<file path="src/rtl/fm_mon_pkg.sv">
// fm_mon_pkg
// Shared types and helper functions for the bounded-response window monitor.
//   LAT_W          : width of latency values (attempt ages)
//   lat_t          : latency / age type
//   popcount_f     : number of set bits among the low 'len' bits of a vector
//   highest_set_f  : index of the highest set bit among the low 'len' bits
package fm_mon_pkg;

   localparam int LAT_W = 8;

   typedef logic [LAT_W-1:0] lat_t;

   function automatic logic [LAT_W:0] popcount_f(input logic [255:0] vec, input int len);
      logic [LAT_W:0] cnt;
      cnt = '0;
      for (int i = 0; i < 256; i++) begin
         if ((i < len) && vec[i]) cnt = cnt + (LAT_W+1)'(1);
      end
      return cnt;
   endfunction

   // Returns 0 when no bit is set; callers only use the result when the
   // vector is known to be non-zero.
   function automatic lat_t highest_set_f(input logic [255:0] vec, input int len);
      lat_t res;
      res = '0;
      for (int i = 0; i < 256; i++) begin
         if ((i < len) && vec[i]) res = lat_t'(i);
      end
      return res;
   endfunction

endpackage

</file>
<file path="src/rtl/fm_window_monitor_sat_counter.sv">
// fm_sat_counter
// Saturating accumulator: adds inc_i every clock, clamps at all-ones.
//   clk, rst_n : clock, asynchronous active-low reset
//   inc_i      : increment for this cycle (0 .. 2^(LAT_W+1)-1)
//   cnt_o      : accumulated count, never wraps
module fm_sat_counter
   import fm_mon_pkg::*;
#(
   parameter int CNT_W = 16
) (
   input  logic             clk,
   input  logic             rst_n,
   input  logic [LAT_W:0]   inc_i,
   output logic [CNT_W-1:0] cnt_o
);

   // One bit wider than the widest operand so a large increment onto a
   // nearly-full counter is seen as overflow instead of wrapping.
   localparam int SUM_W = ((CNT_W > LAT_W+1) ? CNT_W : LAT_W+1) + 1;
   localparam logic [SUM_W-1:0] MAX_V = {{(SUM_W-CNT_W){1'b0}}, {CNT_W{1'b1}}};

   logic [CNT_W-1:0] r_cnt;
   logic [SUM_W-1:0] w_sum;

   assign w_sum = {{(SUM_W-CNT_W){1'b0}}, r_cnt} + {{(SUM_W-LAT_W-1){1'b0}}, inc_i};

   always_ff @(posedge clk or negedge rst_n) begin
      if (!rst_n) begin
         r_cnt <= '0;
      end else if (w_sum > MAX_V) begin
         r_cnt <= '1;
      end else begin
         r_cnt <= w_sum[CNT_W-1:0];
      end
   end

   assign cnt_o = r_cnt;

endmodule

</file>
<file path="src/rtl/fm_window_monitor.sv">
// fm_window_monitor
// Hardware checker for  trig |-> first_match(##[MIN_DLY:MAX_DLY] ready)
// (or |=> when NONOVERLAP=1). Every outstanding attempt is one bit of an
// age vector, so overlapping triggers are tracked exactly.
//   clk, rst_n  : clock, asynchronous active-low reset
//   en_i        : 1 = accept new triggers; pending attempts always resolve
//   trig_i      : antecedent
//   ready_i     : consequent
//   pass_o      : pulse, >=1 attempt passed at the previous edge
//   fail_o      : pulse, >=1 attempt failed at the previous edge
//   pass_cnt_o  : saturating count of passed attempts
//   fail_cnt_o  : saturating count of failed attempts
//   pending_o   : >=1 attempt unresolved
//   last_lat_o  : age of the oldest attempt passed at the latest pass event
// Optional build macro FM_MONITOR_MAXLAT_EN adds:
//   max_lat_o   : largest last_lat_o seen since reset
//   win_err_o   : sticky, set with the first fail_o pulse
// MIN_DLY <= MAX_DLY and MAX_DLY+NONOVERLAP must fit in LAT_W bits.
module fm_window_monitor
   import fm_mon_pkg::*;
#(
   parameter int MIN_DLY    = 0,
   parameter int MAX_DLY    = 10,
   parameter int NONOVERLAP = 0,
   parameter int CNT_W      = 16
) (
   input  logic             clk,
   input  logic             rst_n,
   input  logic             en_i,
   input  logic             trig_i,
   input  logic             ready_i,
   output logic             pass_o,
   output logic             fail_o,
   output logic [CNT_W-1:0] pass_cnt_o,
   output logic [CNT_W-1:0] fail_cnt_o,
   output logic             pending_o,
   output logic [LAT_W-1:0] last_lat_o
`ifdef FM_MONITOR_MAXLAT_EN
   ,
   output logic [LAT_W-1:0] max_lat_o,
   output logic             win_err_o
`endif
);

   localparam int L    = MAX_DLY + NONOVERLAP;
   localparam int LMIN = MIN_DLY + NONOVERLAP;

   logic [L:0]     r_pend;
   logic           r_pass;
   logic           r_fail;
   lat_t           r_last_lat;

   logic [L:0]     w_v;
   logic [L:0]     w_win;
   logic [L:0]     w_p;
   logic           w_f;
   logic [L:0]     w_pend_nxt;
   logic [LAT_W:0] w_pass_inc;
   logic [LAT_W:0] w_fail_inc;
   lat_t           w_hi;

   // Age vector advanced by one edge; the new attempt enters at age 0.
   always_comb begin
      w_v    = '0;
      w_v[0] = trig_i & en_i;
      for (int i = 1; i <= L; i++) begin
         w_v[i] = r_pend[i-1];
      end
   end

   always_comb begin
      w_win = '0;
      for (int i = 0; i <= L; i++) begin
         w_win[i] = (i >= LMIN);
      end
   end

   // All in-window attempts pass together on one ready; only the oldest
   // (age L) can time out.
   assign w_p = w_v & w_win & {(L+1){ready_i}};
   assign w_f = w_v[L] & ~ready_i;

   always_comb begin
      w_pend_nxt    = w_v & ~w_p;
      w_pend_nxt[L] = 1'b0;
   end

   assign w_pass_inc = popcount_f(256'(w_p), L+1);
   assign w_fail_inc = {{LAT_W{1'b0}}, w_f};
   assign w_hi       = highest_set_f(256'(w_p), L+1);

   always_ff @(posedge clk or negedge rst_n) begin
      if (!rst_n) begin
         r_pend     <= '0;
         r_pass     <= 1'b0;
         r_fail     <= 1'b0;
         r_last_lat <= '0;
      end else begin
         r_pend <= w_pend_nxt;
         r_pass <= |w_p;
         r_fail <= w_f;
         if (|w_p) r_last_lat <= w_hi;
      end
   end

   fm_sat_counter #(.CNT_W(CNT_W)) u_pass_cnt (
      .clk   (clk),
      .rst_n (rst_n),
      .inc_i (w_pass_inc),
      .cnt_o (pass_cnt_o)
   );

   fm_sat_counter #(.CNT_W(CNT_W)) u_fail_cnt (
      .clk   (clk),
      .rst_n (rst_n),
      .inc_i (w_fail_inc),
      .cnt_o (fail_cnt_o)
   );

   assign pass_o     = r_pass;
   assign fail_o     = r_fail;
   assign pending_o  = |r_pend;
   assign last_lat_o = r_last_lat;

`ifdef FM_MONITOR_MAXLAT_EN
   lat_t r_max_lat;
   logic r_win_err;

   // Compared against the value last_lat_o is about to take, so both
   // registers move on the same edge.
   always_ff @(posedge clk or negedge rst_n) begin
      if (!rst_n) begin
         r_max_lat <= '0;
         r_win_err <= 1'b0;
      end else begin
         if ((|w_p) && (w_hi > r_max_lat)) r_max_lat <= w_hi;
         if (w_f) r_win_err <= 1'b1;
      end
   end

   assign max_lat_o = r_max_lat;
   assign win_err_o = r_win_err;
`else
   // Build without latency high-water mark or sticky window error.
`endif

endmodule

</file>
<file path="config.mk">
export PLATFORM = sky130hd
export DESIGN_NAME = fm_window_monitor
export DESIGN_NICKNAME = d
export VERILOG_FILES = /design/src/rtl/fm_mon_pkg.sv /design/src/rtl/fm_window_monitor_sat_counter.sv /design/src/rtl/fm_window_monitor.sv
export SDC_FILE = /design/constraint.sdc
export NUM_CORES = 1
export LEC_CHECK = 0
export CAP_MARGIN = 20
export CELL_PAD_IN_SITES_DETAIL_PLACEMENT = 1
export CELL_PAD_IN_SITES_GLOBAL_PLACEMENT = 2
export CORE_ASPECT_RATIO = 0.6
export CORE_MARGIN = 2
export CORE_UTILIZATION = 34
export CTS_BUF_LIST = sky130_fd_sc_hd__clkbuf_16
export DETAILED_ROUTE_END_ITERATION = 6
export PLACE_DENSITY = 0.81
export SETUP_SLACK_MARGIN = 0.4
export SYNTH_ARGS = -nofsm -noshare
export SYNTH_HDL_FRONTEND = slang
export SYNTH_SLANG_ARGS = --single-unit
export TNS_END_PERCENT = 10
</file>
<file path="constraint.sdc">
create_clock -name clk -period 8.7 [get_ports clk]
set_clock_uncertainty 0.15 [all_clocks]
set_input_delay 0.87 -clock clk [delete_from_list [all_inputs] [get_ports clk]]
set_output_delay 0.87 -clock clk [all_outputs]
set_load 0.01 [all_outputs]
</file>
==> impl_metrics.toml, run 1 <==
[sta]
setup_viol = 0
rsz0062_at_grt = "true"
max-slew-margin-rel = 0.5652
hold_violations = 0
min_period_ps = 7958
tightest_slew_ps = 652.3
fmax_ghz = 0.1257
tns_ps = 0
min_period_over_period = 0.9147
finalHoldWorstSlack_ps = 346.3
slew_viol_final = 0

[placement]
globalplace.congestion = 0.8129
io_buffers = 43
dp_hpwl_um = 7077

[setup_path]
cp_common_cell = "ha_1"
cp.required_ps = 8730
end_kind = "flop"
regToRegSetupSlack_ps = 960
crit_type = "in2reg"
r2r-start = "r_pend[0]$_DFF_PN0_"
cp_num_buf_inv = 4
crit_family = "adder cells"
critPathLaunchType = "input port"
cp_slowest_stage_delay_ps = 330
critPathMaxFanout = 5
r2r-end = "u_pass_cnt.cnt_o[14]$_DFF_PN0_"
r2r.worst_path.cells = 43
crit_path_top_delay_cell = "mux2_2"
cp.arrival_ps = 7990

[clock_tree]
cts-root-buf = "clkbuf_16"
cts_made_buffers = 5
ctsHoldBuffers = 0
cts_tree = "yes"
cts.sinks = 48
clk_path_buf_depth = 2
clock_latency_ps = 290
clkTransAtPathRegs_ps = 70
htreeDepth = 2

[logic_synthesis]
seq_area_frac_synth = 0.3377
ys_warn_count = 0
synth_edf_count = 0
syn_inst = 395
netlist.area_leader.share = 0.3377
synth.avg_cell_area_um2 = 9.005
synth_top_area_cell = "dfrtp_1"
ys_ff_latch = 48
ys.flop_type = "dfrtp_1"
ys_types = 65
async_flop_share = 1.000
netlist_area_um2 = 3557
synth.area.top_cells = "dfrtp_1 (34%), ha_1 (7.0%), xnor2_1 (5.4%)"

[pwr]
peakVddDrop_mv = 0.1050
p_per_area_nw_per_um2 = 185.9
power.leakage_uw = 0.002154

[global_route]
grt_max_degree = 49
met3_usage = 0.03358
grt_pass1_wl_um = 16120
first_global_vias = 3086
use_met2 = 0.2348
track_usage = 0.1772
top_usage_layer = "met1"
antenna_found_initial = 0
use_met1 = 0.2937
overflow = 0

[hold_path]
hp-start = "last_lat_o[1]$_DFFE_PN0P_"
min_to = "last_lat_o[1]$_DFFE_PN0P_"
hp-class = "reg2reg"
hold_depth = 2

[route]
drc = 0
num_vias = 3013
drt_wl_total_um = 9731
drtIter0Drc = 158
routed_via_density = 5.090
wire_per_inst_um = 16.44
ant_nets = 0
firstDrtPassIters = 4

[cells_and_area]
fillers = 1160
drive_above_1_share = 0.1772
area.growth.synth_to_final_pct = 28.81
nets = 482
antenna_cells = 0

[floorplan]
die-area_um2 = 11320
fp.dieW_um = 136.1
start_util = 0.3550
core_um2 = 10020
fp.dieH_um = 83.23
io_pins = 48
std_cell_rows = 28

[status]
status = "finished clean"

[flow_run]
drv_cap = 0
through the flow:
| stage | setup slack [ps] | instance area [um^2] | utilization | power, uW | cells |
|---|---|---|---|---|---|
| after floorplan | 414.7 | 3637 | - | 450.3 | 401 |
| after global placement | -0.4476 | 4209 | 0.4201 | 573.0 | 575 |
| after detailed placement | -304.8 | 4209 | 0.4201 | 583.8 | 575 |
| after CTS | 500.6 | 4451 | 0.4442 | 848.6 | 585 |
| after global routing | 295.9 | 4582 | 0.4573 | 906.1 | 592 |
| final | 742.0 | 4582 | 0.4573 | 851.9 | 592 |
flip-flops by register name (all words and copies together), names as in the netlist:
name              flops
u_pass_cnt.cnt_o     16
pass_o                1
r_pend               10
fail_o                1
last_lat_o            4
u_fail_cnt.cnt_o     16
how the worst max path moves through the flow:
| stage | end | start | cells after the start |
|---|---|---|---|
| final | u_pass_cnt.cnt_o[14]$_DFF_PN0_ | ready_i | 44 |
| after global routing | u_pass_cnt.cnt_o[11]$_DFF_PN0_ | ready_i | 45 |
| after CTS | u_pass_cnt.cnt_o[14]$_DFF_PN0_ | ready_i | 44 |
| after global placement | u_pass_cnt.cnt_o[15]$_DFF_PN0_ | ready_i | 43 |
| after detailed placement | u_pass_cnt.cnt_o[14]$_DFF_PN0_ | ready_i | 44 |
| after floorplan | u_pass_cnt.cnt_o[14]$_DFF_PN0_ | ready_i | 47 |
layout make-up:
| type | count | area, um^2 | share of cell area |
|---|---|---|---|
| multi-input cells | 312 | 2346 | 0.5120 |
| flip-flops and latches | 48 | 1201 | 0.2622 |
| repair buffers | 66 | 585.6 | 0.1278 |
| well taps | 135 | 168.9 | 0.03687 |
| clock buffers | 5 | 125.1 | 0.02731 |
| inverters | 23 | 86.33 | 0.01884 |
| clock inverters | 3 | 68.82 | 0.01502 |
cell usage in the layout (no fill, tap or decap), types with 3 or more instances in the layout:
cell and instances:
xor2_1 10, xnor2_1 22, o21ai_2 4, nand3_1 17
nand2_1 45, clkdlybuf4s50_1 39, a21boi_2 3, buf_4 24
o21ai_0 16, nor2_1 31, xnor3_1 5, o21ai_1 3
and2_1 5, a21oi_1 14, nand2b_1 6, mux2i_1 7
a21oi_2 4, nor3_1 4, clkbuf_16 5, conb_1 7
xnor2_2 3, inv_1 22, and3_1 12, nor2b_1 10
dfrtp_1 48, a31oi_1 3, ha_1 18
synth_stat cells (3+ instances only):
cell / count
dfrtp_1: 48
nand2_1: 48
nor2_1: 32
o21ai_0: 23
inv_1: 22
xnor2_1: 22
ha_1: 20
nand3_1: 19
a21oi_1: 18
and3_1: 13
clkbuf_1: 12
nor2b_1: 12
xor2_1: 11
mux2i_1: 7
nand2b_1: 6
and2_1: 5
xnor3_1: 5
a21boi_0: 4
buf_4: 4
nor3_1: 4
a31oi_1: 3
mux2_2: 3
xnor2_2: 3
cell families (layout without fill, tap and decap cells):
| logic type | count (synthesis) | count (layout) | share of synthesized area |
|---|---|---|---|
| flip-flops | 48 | 48 | 0.3377 |
| AND/OR/NAND/NOR | 160 | 160 | 0.2304 |
| adder cells (fa/ha/maj) | 21 | 21 | 0.07598 |
| AO/OA/AOI/OAI | 72 | 72 | 0.1404 |
| other | 1 | 7 | 0.001054 |
| XOR/XNOR | 42 | 42 | 0.1337 |
| multiplexers | 10 | 10 | 0.02919 |
| buffers and inverters | 41 | 97 | 0.05170 |
metal layers:
layer / share of wire / vias to the layer above
met3: 0.033 / 5
li1: - / 1475
met2: 0.40 / 51
met4: 0.0041 / 0
met1: 0.57 / 1482
met5: 0 / -
worst reg2reg max path: cells and delay by family, from the launching register on:
family / cells / cell delay, ps
AOI/OAI and AO/OA: 15 / 2250
DFF: 1 / 490
muxes: 3 / 700
buffers and inverters: 3 / 280
and+or+nand+nor: 13 / 1440
adders and majority gates: 9 / 2290
what timing repair did:
item	4_1_cts	5_1_grt
endpoints found under the setup margin	16	16
setup buffers	2	7
resized for setup	11	30
pin swaps	5	18
where the power goes:
group | switching (uW) | internal [uW] | leakage, uW
combinational | 140 | 152 | 0.00143
sequential | 39.0 | 263 | 0.000626
clock | 91.5 | 166 | 0.0000944
(Power assumes the default switching activity.)
==> run 2: changes to the inputs <==
Settings changed: GPL_TIMING_DRIVEN set to 0.
==> run 2 against run 1 <==
Effect of this change:
- first-iteration DRC count down 14%
- design area rose by 5.5%
- cell count up 4.7%
- critical path type unchanged
==> impl_metrics.toml, run 2 (synthesized netlist as in run 1, its figures left out) <==
[hold_path]
hp-class = "in2async"

[sta]
setup_viol = 0
max-slew-margin-rel = 0.4597
tightest_slew_ps = 801.7
hold_violations = 0
min_period_ps = 8434
slew_viol_final = 0
rsz0062_at_grt = "true"
min_period_over_period = 0.9694
fmax_ghz = 0.1186
tns_ps = 0

[clock_tree]
htreeDepth = 2
cts-root-buf = "clkbuf_16"
cts_tree = "yes"
clkTransAtPathRegs_ps = 70
cts.sinks = 48
clock_latency_ps = 300
clk_path_buf_depth = 2
cts_made_buffers = 5
ctsHoldBuffers = 0

[floorplan]
core_um2 = 10020
io_pins = 48
fp.dieW_um = 136.1
die-area_um2 = 11320
fp.dieH_um = 83.23
std_cell_rows = 28
start_util = 0.3550

[pwr]
peakVddDrop_mv = 0.1271
power.leakage_uw = 0.002297
total_power_uw = 860.4
p_per_area_nw_per_um2 = 178.0

[cells_and_area]
area.growth.synth_to_final_pct = 35.91
nets = 510
final_common_cell = "dfrtp_1"
fillers = 1163
drive_above_1_share = 0.2165
final_cell_mix = "dfrtp_1 (48), nand2_1 (45), clkdlybuf4s50_1 (39), buf_4 (36), nor2_1 (31)"
antenna_cells = 0

[setup_path]
cp.required_ps = 8730
cp_common_cell = "ha_1"
critPathMaxFanout = 5
cp_num_buf_inv = 7
crit_type = "in2reg"
critPathLaunchType = "input port"
crit_path_top_delay_cell = "ha_1"
end_kind = "flop"
crit_family = "adder cells"
cp_slowest_stage_delay_ps = 310
cp.arrival_ps = 8460

[placement]
dp_hpwl_um = 7114
globalplace.congestion = 0.8075
io_buffers = 43

[route]
ant_nets = 0
drtIter0Drc = 136
drt_wl_total_um = 10120
firstDrtPassIters = 4
drc = 0
wire_per_inst_um = 16.32
num_vias = 3124
routed_via_density = 5.039

[global_route]
grt_max_degree = 39
grt_pass1_wl_um = 16800
track_usage = 0.1859
first_global_vias = 3231
antenna_found_initial = 0
overflow = 0

[status]
status = "finished clean"

[flow_run]
drv_cap = 0
==> run 2: layer usage <==
metal  routed length (um)  global-route usage  part of all wire  up-vias
met2                 4142              0.2695              0.41       39
met5                    0                   0                 0        -
met1                 5611              0.2897              0.55     1551
li1                     -                   -                 -     1530
met4                   25             0.01989            0.0025        0
met3                  341             0.03846             0.034        4
==> run 2: worst paths after layout <==
check,start,end,slack (ps),cells past startpoint
worst max-delay path,ready_i,u_pass_cnt.cnt_o[14]$_DFF_PN0_,270,48
worst min-delay path,rst_n,r_pend[3]$_DFF_PN0_,330,1
worst max register to register,r_pend[0]$_DFF_PN0_,u_pass_cnt.cnt_o[14]$_DFF_PN0_,800,44
worst min register to register,last_lat_o[1]$_DFFE_PN0P_,last_lat_o[1]$_DFFE_PN0P_,350,2
max in group asynchronous,rst_n,r_pend[9]$_DFF_PN0_,7530,2
min in group clk,last_lat_o[1]$_DFFE_PN0P_,last_lat_o[1]$_DFFE_PN0P_,350,2
==> run 2: cell type report <==
type / instances / area [um^2] / share of cell area
sequential: 48 / 1201 / 0.2484
clock buffer: 5 / 125.1 / 0.02588
timing repair buffer: 76 / 684.4 / 0.1416
buffer: 18 / 155.1 / 0.03209
clock inverter: 3 / 46.29 / 0.009576
tap: 135 / 168.9 / 0.03494
multi-input combinational: 312 / 2367 / 0.4896
inverter: 23 / 86.33 / 0.01786
==> run 2: per-stage QoR <==
step / area (um^2) / setup slack, ps / hold WS [ps] / utilization / instances
after floorplan: 3637 / 414.7 / 364.0 / - / 401
after global placement: 4237 / -1258 / 317.3 / 0.4228 / 579
after global routing: 4835 / -110.2 / 340.6 / 0.4825 / 620
after CTS: 4752 / 338.5 / 335.8 / 0.4743 / 616
after detailed placement: 4252 / -1368 / 332.3 / 0.4243 / 580
final: 4835 / 266.3 / 328.6 / 0.4825 / 620
==> run 2: what timing repair did <==
| action | 4_1_cts | 5_1_grt |
|---|---|---|
| resized for setup | 37 | 14 |
| cloned | 0 | 0 |
| pin swaps | 25 | 20 |
| endpoints found under the setup margin | 16 | 16 |
| setup buffers | 28 | 4 |
| hold endpoints to repair | 0 | 0 |
==> run 2: report_power, final <==
part	switching [uW]	internal (uW)	leakage (uW)	total [uW]
logic	153	177	0.00159	330
clock network	93.6	137	0.0000804	230
registers	36.4	263	0.000626	300
total	283	577	0.00230	860
